--- config.mk ---
export PLATFORM = sky130hd
export DESIGN_NAME = arkhe_handover_scheduler
export DESIGN_NICKNAME = d
export VERILOG_FILES = /design/src/rtl/arkhe_pkg.sv /design/src/rtl/arkhe_rr_arbiter.sv /design/src/rtl/arkhe_handover_scheduler.sv
export SDC_FILE = /design/constraint.sdc
export NUM_CORES = 2
export LEC_CHECK = 0
export ABC_AREA = 0
export CAP_MARGIN = 0
export CORE_MARGIN = 3
export CORE_UTILIZATION = 55
export DETAILED_ROUTE_END_ITERATION = 10
export GPL_TIMING_DRIVEN = 0
export PLACE_DENSITY = 0.76
export SYNTH_ARGS = -nofsm -noshare
export SYNTH_HDL_FRONTEND = slang
export SYNTH_SLANG_ARGS = --single-unit
--- constraint.sdc ---
create_clock -name clk -period 7.5 [get_ports clk]
set_clock_uncertainty 0.1 [all_clocks]
set_input_delay 2.25 -clock clk [delete_from_list [all_inputs] [get_ports clk]]
set_output_delay 2.25 -clock clk [all_outputs]
set_load 0.05 [all_outputs]
--- src/rtl/arkhe_pkg.sv ---
// Shared constants and types for the Arkhe handover scheduler.
// Q16.16 state/coupling values; fidelities are unsigned Q0.16.
package arkhe_pkg;

  localparam logic [31:0] ONE     = 32'h0001_0000;
  localparam logic [31:0] PHI     = 32'h0000_9E37;
  localparam logic [15:0] DEF_FID = 16'hF000;

  localparam int unsigned RES_W     = 32;
  localparam int unsigned RES_SRC_W = 4;
  localparam int unsigned RES_TID_W = 4;

  typedef enum logic [1:0] {
    RUN,
    DRAIN,
    HALTED
  } fsm_state_e;

  typedef struct packed {
    logic [RES_W-1:0]     coupling;
    logic [RES_SRC_W-1:0] src;
    logic [RES_TID_W-1:0] target;
  } handover_res_t;

endpackage

--- src/rtl/arkhe_rr_arbiter.sv ---
// Round-robin arbiter: searches requests starting at a rotating pointer and issues a
// one-hot grant; the pointer moves past the winner only when a grant is issued.
module arkhe_rr_arbiter #(
  parameter int unsigned N = 4,
  localparam int unsigned IDX_W = $clog2(N)
) (
  input  logic             clk,
  input  logic             rst,
  input  logic [N-1:0]     i_req,
  input  logic             i_advance,
  output logic [N-1:0]     o_grant,
  output logic [IDX_W-1:0] o_idx
);

  logic [IDX_W-1:0] r_ptr;
  logic             w_any;
  logic [IDX_W-1:0] w_win;
  logic [IDX_W-1:0] w_cand;

  always_comb begin
    w_any  = 1'b0;
    w_win  = '0;
    w_cand = '0;
    for (int unsigned k = 0; k < N; k++) begin
      w_cand = IDX_W'((32'(r_ptr) + k) % N);
      if (!w_any && i_req[w_cand]) begin
        w_any = 1'b1;
        w_win = w_cand;
      end
    end
  end

  always_comb begin
    o_grant = '0;
    if (w_any && i_advance) begin
      o_grant[w_win] = 1'b1;
    end
  end

  assign o_idx = w_win;

  always_ff @(posedge clk or posedge rst) begin
    if (rst) begin
      r_ptr <= '0;
    end else if (w_any && i_advance) begin
      r_ptr <= (w_win == IDX_W'(N - 1)) ? '0 : w_win + 1'b1;
    end
  end

endmodule

--- src/rtl/arkhe_handover_scheduler.sv ---
// Time-shares one Q16.16 handover multiplier among N_REQ sources through a 2-stage pipe,
// with a runtime fidelity table and a quiesce FSM that drains the pipe before halting.
module arkhe_handover_scheduler
  import arkhe_pkg::*;
#(
  parameter int unsigned N_REQ   = 4,
  parameter int unsigned WIDTH   = 32,
  parameter int unsigned TID_W   = 4,
  parameter logic [15:0] DEF_FID = arkhe_pkg::DEF_FID,
  localparam int unsigned IDX_W  = $clog2(N_REQ)
) (
  input  logic                     clk,
  input  logic                     rst,
  input  logic [N_REQ-1:0]         i_req_valid,
  output logic [N_REQ-1:0]         o_req_ready,
  input  logic [N_REQ*WIDTH-1:0]   i_req_state,
  input  logic [N_REQ*TID_W-1:0]   i_req_target,
  input  logic                     i_cfg_we,
  input  logic [IDX_W-1:0]         i_cfg_idx,
  input  logic [15:0]              i_cfg_fid,
  output logic                     o_out_valid,
  input  logic                     i_out_ready,
  output logic [WIDTH-1:0]         o_out_coupling,
  output logic [IDX_W-1:0]         o_out_src,
  output logic [TID_W-1:0]         o_out_target,
  input  logic                     i_quiesce,
  output logic                     o_idle
);

  fsm_state_e       r_state;
  fsm_state_e       w_state_nxt;
  logic             w_run_grant;
  logic             w_grant_en;
  logic [N_REQ-1:0] w_grant;
  logic [IDX_W-1:0] w_win;
  logic             w_accept;
  logic             w_s1_adv;
  logic             w_s2_adv;
  logic             w_pipe_empty;

  logic [15:0]      r_fid [N_REQ];

  logic             r_s1_valid;
  logic [WIDTH-1:0] r_s1_state;
  logic [TID_W-1:0] r_s1_target;
  logic [IDX_W-1:0] r_s1_src;
  logic [15:0]      r_s1_fid;

  logic             r_s2_valid;
  logic [WIDTH-1:0] r_s2_coupling;
  logic [TID_W-1:0] r_s2_target;
  logic [IDX_W-1:0] r_s2_src;

  logic [WIDTH-1:0] w_coupling;

  // Exact signed product fits in WIDTH+17 bits; keeping bits [WIDTH+15:16] is floor(>>>16).
  function automatic logic [WIDTH-1:0] fx_scale(input logic [WIDTH-1:0] state,
                                                input logic [15:0] fid);
    logic signed [WIDTH+16:0] prod;
    prod = $signed({{17{state[WIDTH-1]}}, state}) * $signed({{(WIDTH + 1){1'b0}}, fid});
    return prod[WIDTH+15:16];
  endfunction

  assign w_coupling   = fx_scale(r_s1_state, r_s1_fid);
  assign w_s2_adv     = !r_s2_valid || i_out_ready;
  assign w_s1_adv     = !r_s1_valid || w_s2_adv;
  assign w_pipe_empty = !r_s1_valid && !r_s2_valid;
  assign w_grant_en   = w_run_grant && w_s1_adv;
  assign w_accept     = |w_grant;

  arkhe_rr_arbiter #(
    .N(N_REQ)
  ) u_arb (
    .clk       (clk),
    .rst       (rst),
    .i_req     (i_req_valid),
    .i_advance (w_grant_en),
    .o_grant   (w_grant),
    .o_idx     (w_win)
  );

  assign o_req_ready = w_grant;

  always_ff @(posedge clk or posedge rst) begin
    if (rst) begin
      r_state <= RUN;
    end else begin
      r_state <= w_state_nxt;
    end
  end

  always_comb begin
    w_state_nxt = r_state;
    case (r_state)
      RUN: begin
        if (i_quiesce) w_state_nxt = DRAIN;
      end
      DRAIN: begin
        if (!i_quiesce) w_state_nxt = RUN;
        else if (w_pipe_empty) w_state_nxt = HALTED;
      end
      HALTED: begin
        if (!i_quiesce) w_state_nxt = RUN;
      end
      default: w_state_nxt = RUN;
    endcase
  end

  // Grants stop in the very cycle quiesce rises, and while reset is held.
  always_comb begin
    w_run_grant = 1'b0;
    o_idle      = 1'b0;
    case (r_state)
      RUN:     w_run_grant = !i_quiesce && !rst;
      HALTED:  o_idle = 1'b1;
      default: ;
    endcase
  end

  // A write landing on the grant edge is not seen by that grant: S1 samples the old entry.
  always_ff @(posedge clk or posedge rst) begin
    if (rst) begin
      for (int i = 0; i < N_REQ; i++) r_fid[i] <= DEF_FID;
    end else begin
      for (int i = 0; i < N_REQ; i++) begin
        if (i_cfg_we && (i_cfg_idx == IDX_W'(i))) r_fid[i] <= i_cfg_fid;
      end
    end
  end

  always_ff @(posedge clk or posedge rst) begin
    if (rst) begin
      r_s1_valid  <= 1'b0;
      r_s1_state  <= '0;
      r_s1_target <= '0;
      r_s1_src    <= '0;
      r_s1_fid    <= '0;
    end else if (w_s1_adv) begin
      r_s1_valid <= w_accept;
      if (w_accept) begin
        r_s1_state  <= i_req_state[w_win*WIDTH +: WIDTH];
        r_s1_target <= i_req_target[w_win*TID_W +: TID_W];
        r_s1_src    <= w_win;
        r_s1_fid    <= r_fid[w_win];
      end
    end
  end

  always_ff @(posedge clk or posedge rst) begin
    if (rst) begin
      r_s2_valid    <= 1'b0;
      r_s2_coupling <= '0;
      r_s2_target   <= '0;
      r_s2_src      <= '0;
    end else if (w_s2_adv) begin
      r_s2_valid <= r_s1_valid;
      if (r_s1_valid) begin
        r_s2_coupling <= w_coupling;
        r_s2_target   <= r_s1_target;
        r_s2_src      <= r_s1_src;
      end
    end
  end

  assign o_out_valid    = r_s2_valid;
  assign o_out_coupling = r_s2_coupling;
  assign o_out_src      = r_s2_src;
  assign o_out_target   = r_s2_target;

endmodule

==> impl_metrics.sql <==
INSERT INTO impl_metrics (metric_group, metric, value, unit) VALUES
('status', 'run_status', 'finished, final reports clean', ''),
('detailed_routing', 'detail_route.drc_violations', '0', ''),
('synthesis', 'seq_area_frac_synth', '16.30', '%'),
('synthesis', 'postSynthNetCount', '3606', ''),
('die', 'io_pins', '215', ''),
('die', 'placementRows', '77', ''),
('sta', 'max_slew.worst_pin.slew', '1313', 'ps'),
('synthesis', 'netlist_top_cells_area', 'fa_1, dfrtp_1, nand2_1', ''),
('sta', 'slew_headroom', '11.72', '%'),
('global_route', 'grt_antenna_before_repair', '2', ''),
('critical_path', 'criticalPathCategory', 'primary input to output pin', ''),
('finish', 'share_of_layout_cells_above_drive_strength_1', '7.423', '%'),
('place', 'numPlacedInstances', '3644', ''),
('sta', 'rsz0062_at_grt', 'no', ''),
('cts', 'cts_made_buffers', '17', ''),
('detailed_routing', 'post_drt_via_cell_ratio', '5.547', ''),
('global_route', 'total_overflow_reported_by_the_global_router', '0', ''),
('sta', 'period_needed', '7404', 'ps'),
('detailed_routing', 'drt_first_pass_iters', '6', ''),
('critical_path', 'timing.rr.start', 'r_s1_fid[14]', ''),
('synthesis', 'synth.top_cell.area_share', '38.60', '%'),
('detailed_routing', 'antenna_violating_nets_post_route', '0', ''),
('die', 'die_h', '219.2', 'um'),
('global_route', 'global_route.usage.total', '35.58', '%'),
('detailed_routing', 'vias', '20400', ''),
('critical_path', 'crit_path_max_fanout', '20', ''),
('sta', 'max_clock_freq', '135.1', 'MHz'),
('worst_hold_path', 'worstHoldPathType', 'register to register', ''),
('cts', 'cts-root-to-sink-buffers', '2', ''),
('synthesis', 'post_synth_num_cell_types', '65', ''),
('synthesis', 'cell_type_with_the_largest_total_area_after_synthesis', 'fa_1', ''),
('critical_path', 'critPathRequiredTime', '5150', 'ps'),
('global_route', 'via_count_of_the_first_global_routing_pass', '22060', ''),
('synthesis', 'post_synth_most_frequent_cells', 'nand2_1, inv_1, fa_1, and2_1', ''),
('place', 'place.port_buffers', '214', ''),
('finish', 'syn2layout_area_growth', '15.49', '%'),
('sta', 'finalCritPeriodShare', '98.73', '%'),
('cts', 'clkSinkCount', '162', ''),
('synthesis', 'syn_avg_cell_area', '8.812', 'um^2'),
('flow_run', 'max_cap_violations', '0', ''),
('die', 'coreArea', '44510', 'um^2'),
('cts', 'tritoncts', 'built', ''),
('worst_hold_path', 'hold_start', 'r_s1_src[1]', ''),
('detailed_routing', 'drtIter0Drc', '1625', ''),
('cts', 'clock_tree.htree_level_count', '4', ''),
('finish', 'n_antenna_cell', '0', ''),
('cts', 'insertion_delay_of_the_later_clocked_pin_in_the_worst_skew_pair', '500', 'ps'),
('finish', 'final_cell_count_no_fill', '3677', ''),
('sta', 'worst_slack', '95.58', 'ps'),
('sta', 'slew_viol_final', '0', ''),
('place', 'final_wtd_congestion', '1.025', ''),
('die', 'die_x', '219.2', 'um'),
('synthesis', 'postSynthCellCount', '2837', ''),
('sta', 'hold_violations', '0', ''),
('place', 'dp_worst_setup_slack', '-932.6', 'ps'),
('die', 'die-area', '48050', 'um^2'),
('synthesis', 'async_flop_share', '100.0', '%'),
('finish', 'fin_nets', '3841', ''),
('sta', 'setup_tns', '0', 'ps'),
('synthesis', 'synth_warnings', '0', ''),
('sta', 'timing.final.setup_violations', '0', ''),
('critical_path', 'worstSetupEndpointType', 'output pin', ''),
('cts', 'cts-root-buf', 'clkbuf_16', ''),
('global_route', 'grt_first_pass_wirelength', '126.3', 'mm'),
('die', 'floorplan.initialDensity', '56.16', '%'),
('critical_path', 'worst_setup_sp', 'i_req_valid[0]', ''),
('synthesis', 'synth_most_common_cell', 'nand2_1', ''),
('critical_path', 'critPathArrivalTime', '5050', 'ps'),
('critical_path', 'worstSetupStartpointType', 'primary input', ''),
('cts', 'holdBufCountCts', '0', ''),
('synthesis', 'ys_ff_latch', '162', ''),
('synthesis', 'synth_enable_flop_cells', '0', ''),
('finish', 'postLayoutCoreUtil', '64.86', '%'),
('detailed_routing', 'wire_per_inst', '21.98', 'um'),
('cts', 'cts.reportedPaths.clkPinSlew', '80', 'ps'),
('detailed_routing', 'routed_wirelength', '80.83', 'mm'),
('synthesis', 'synth_area', '25000', 'um^2'),
('synthesis', 'synth-main-ff-cell', 'dfrtp_1', ''),
('global_route', 'grt_start_max_net_pins', '133', ''),
('place', 'dp.final_hpwl', '65.09', 'mm');
## kinds of logic after synthesis
family | synth area share (%)
simple gates | 18.90
xor+xnor | 1.296
buf+inv | 10.61
fa+ha+maj | 44.40
compound gates | 5.531
mux | 2.963
flops | 16.30
## cell type report
cell class                 count  area [um^2]
clock inverter                15        232.7
timing repair buffer         220         2220
clock buffer                  17        425.4
sequential                   162         4096
buffer                       134        688.2
tap                          592        740.7
fill                        3740        15640
multi-input combinational   1969        18330
inverter                     568         2142
## registers in the layout, summed over array words and instances (netlist names)
signal	flops
o_out_coupling	32
o_out_valid	1
o_out_src	2
o_out_target	4
r_state	2
u_arb.r_ptr	2
r_s1_valid	1
r_fid	64
r_s1_target	4
r_s1_state	32
r_s1_src	2
r_s1_fid	16
## per-stage QoR
stage	cell area, um^2	hold slack (ps)
2_1_floorplan	25000	338.6
3_3_place_gp	27880	347.7
3_5_place_dp	27920	358.0
4_1_cts	28650	377.2
5_1_grt	28870	402.8
6_report	28870	376.8
## metal layers
layer / track usage [%] / up-vias / wire length, um
li1: - / 8902 / -
met1: 45.85 / 10280 / 31990
met2: 55.72 / 995 / 36860
met3: 10.12 / 216 / 7769
met4: 17.13 / 4 / 4188
met5: 0 / - / 23
## repair_timing
action / 4_1_cts / 5_1_grt
setup buffers: 2 / 3
pin swaps: 2 / 2
resized for setup: 54 / 164
endpoints found under the setup margin: 17 / 12
## worst max-delay path, cell delays in order
cell and delay (ps):
clkdlybuf4s50_1 500, a21oi_1 190, o21a_1 130, o22a_1 530, clkbuf_4 470, ha_1 230
and2_1 170, dlygate4sd2_1 570
## layout by cell type, fill, tap and decap left out, drive strengths merged, types with 6 or more instances in the layout
cell             n
nor2b            7
mux2            64
xnor2           24
dfstp           16
o21ai          152
nand2          669
clkinv           6
fa             482
xor2            13
clkbuf         120
inv            577
nand3           59
buf             37
nor2            22
clkdlybuf4s50  211
and2           234
ha             116
nor3             6
a21o            12
dfrtp          146
a21oi           35
nand2b           9
## worst paths after layout
check / end / depth (start not counted) / slack, ps
setup / recovery: o_req_ready[3] / 8 / 100
hold / removal: o_out_src[1] / 2 / 380
setup reg to reg: o_out_coupling[29] / 22 / 180
hold reg to reg: o_out_src[1] / 2 / 380
max in group asynchronous: o_out_coupling[7] / 3 / 4270
min in group asynchronous: r_s1_valid / 2 / 2040
Power is not shown: default switching activity piles up to over one toggle a cycle in this logic, so the estimate is an artifact.
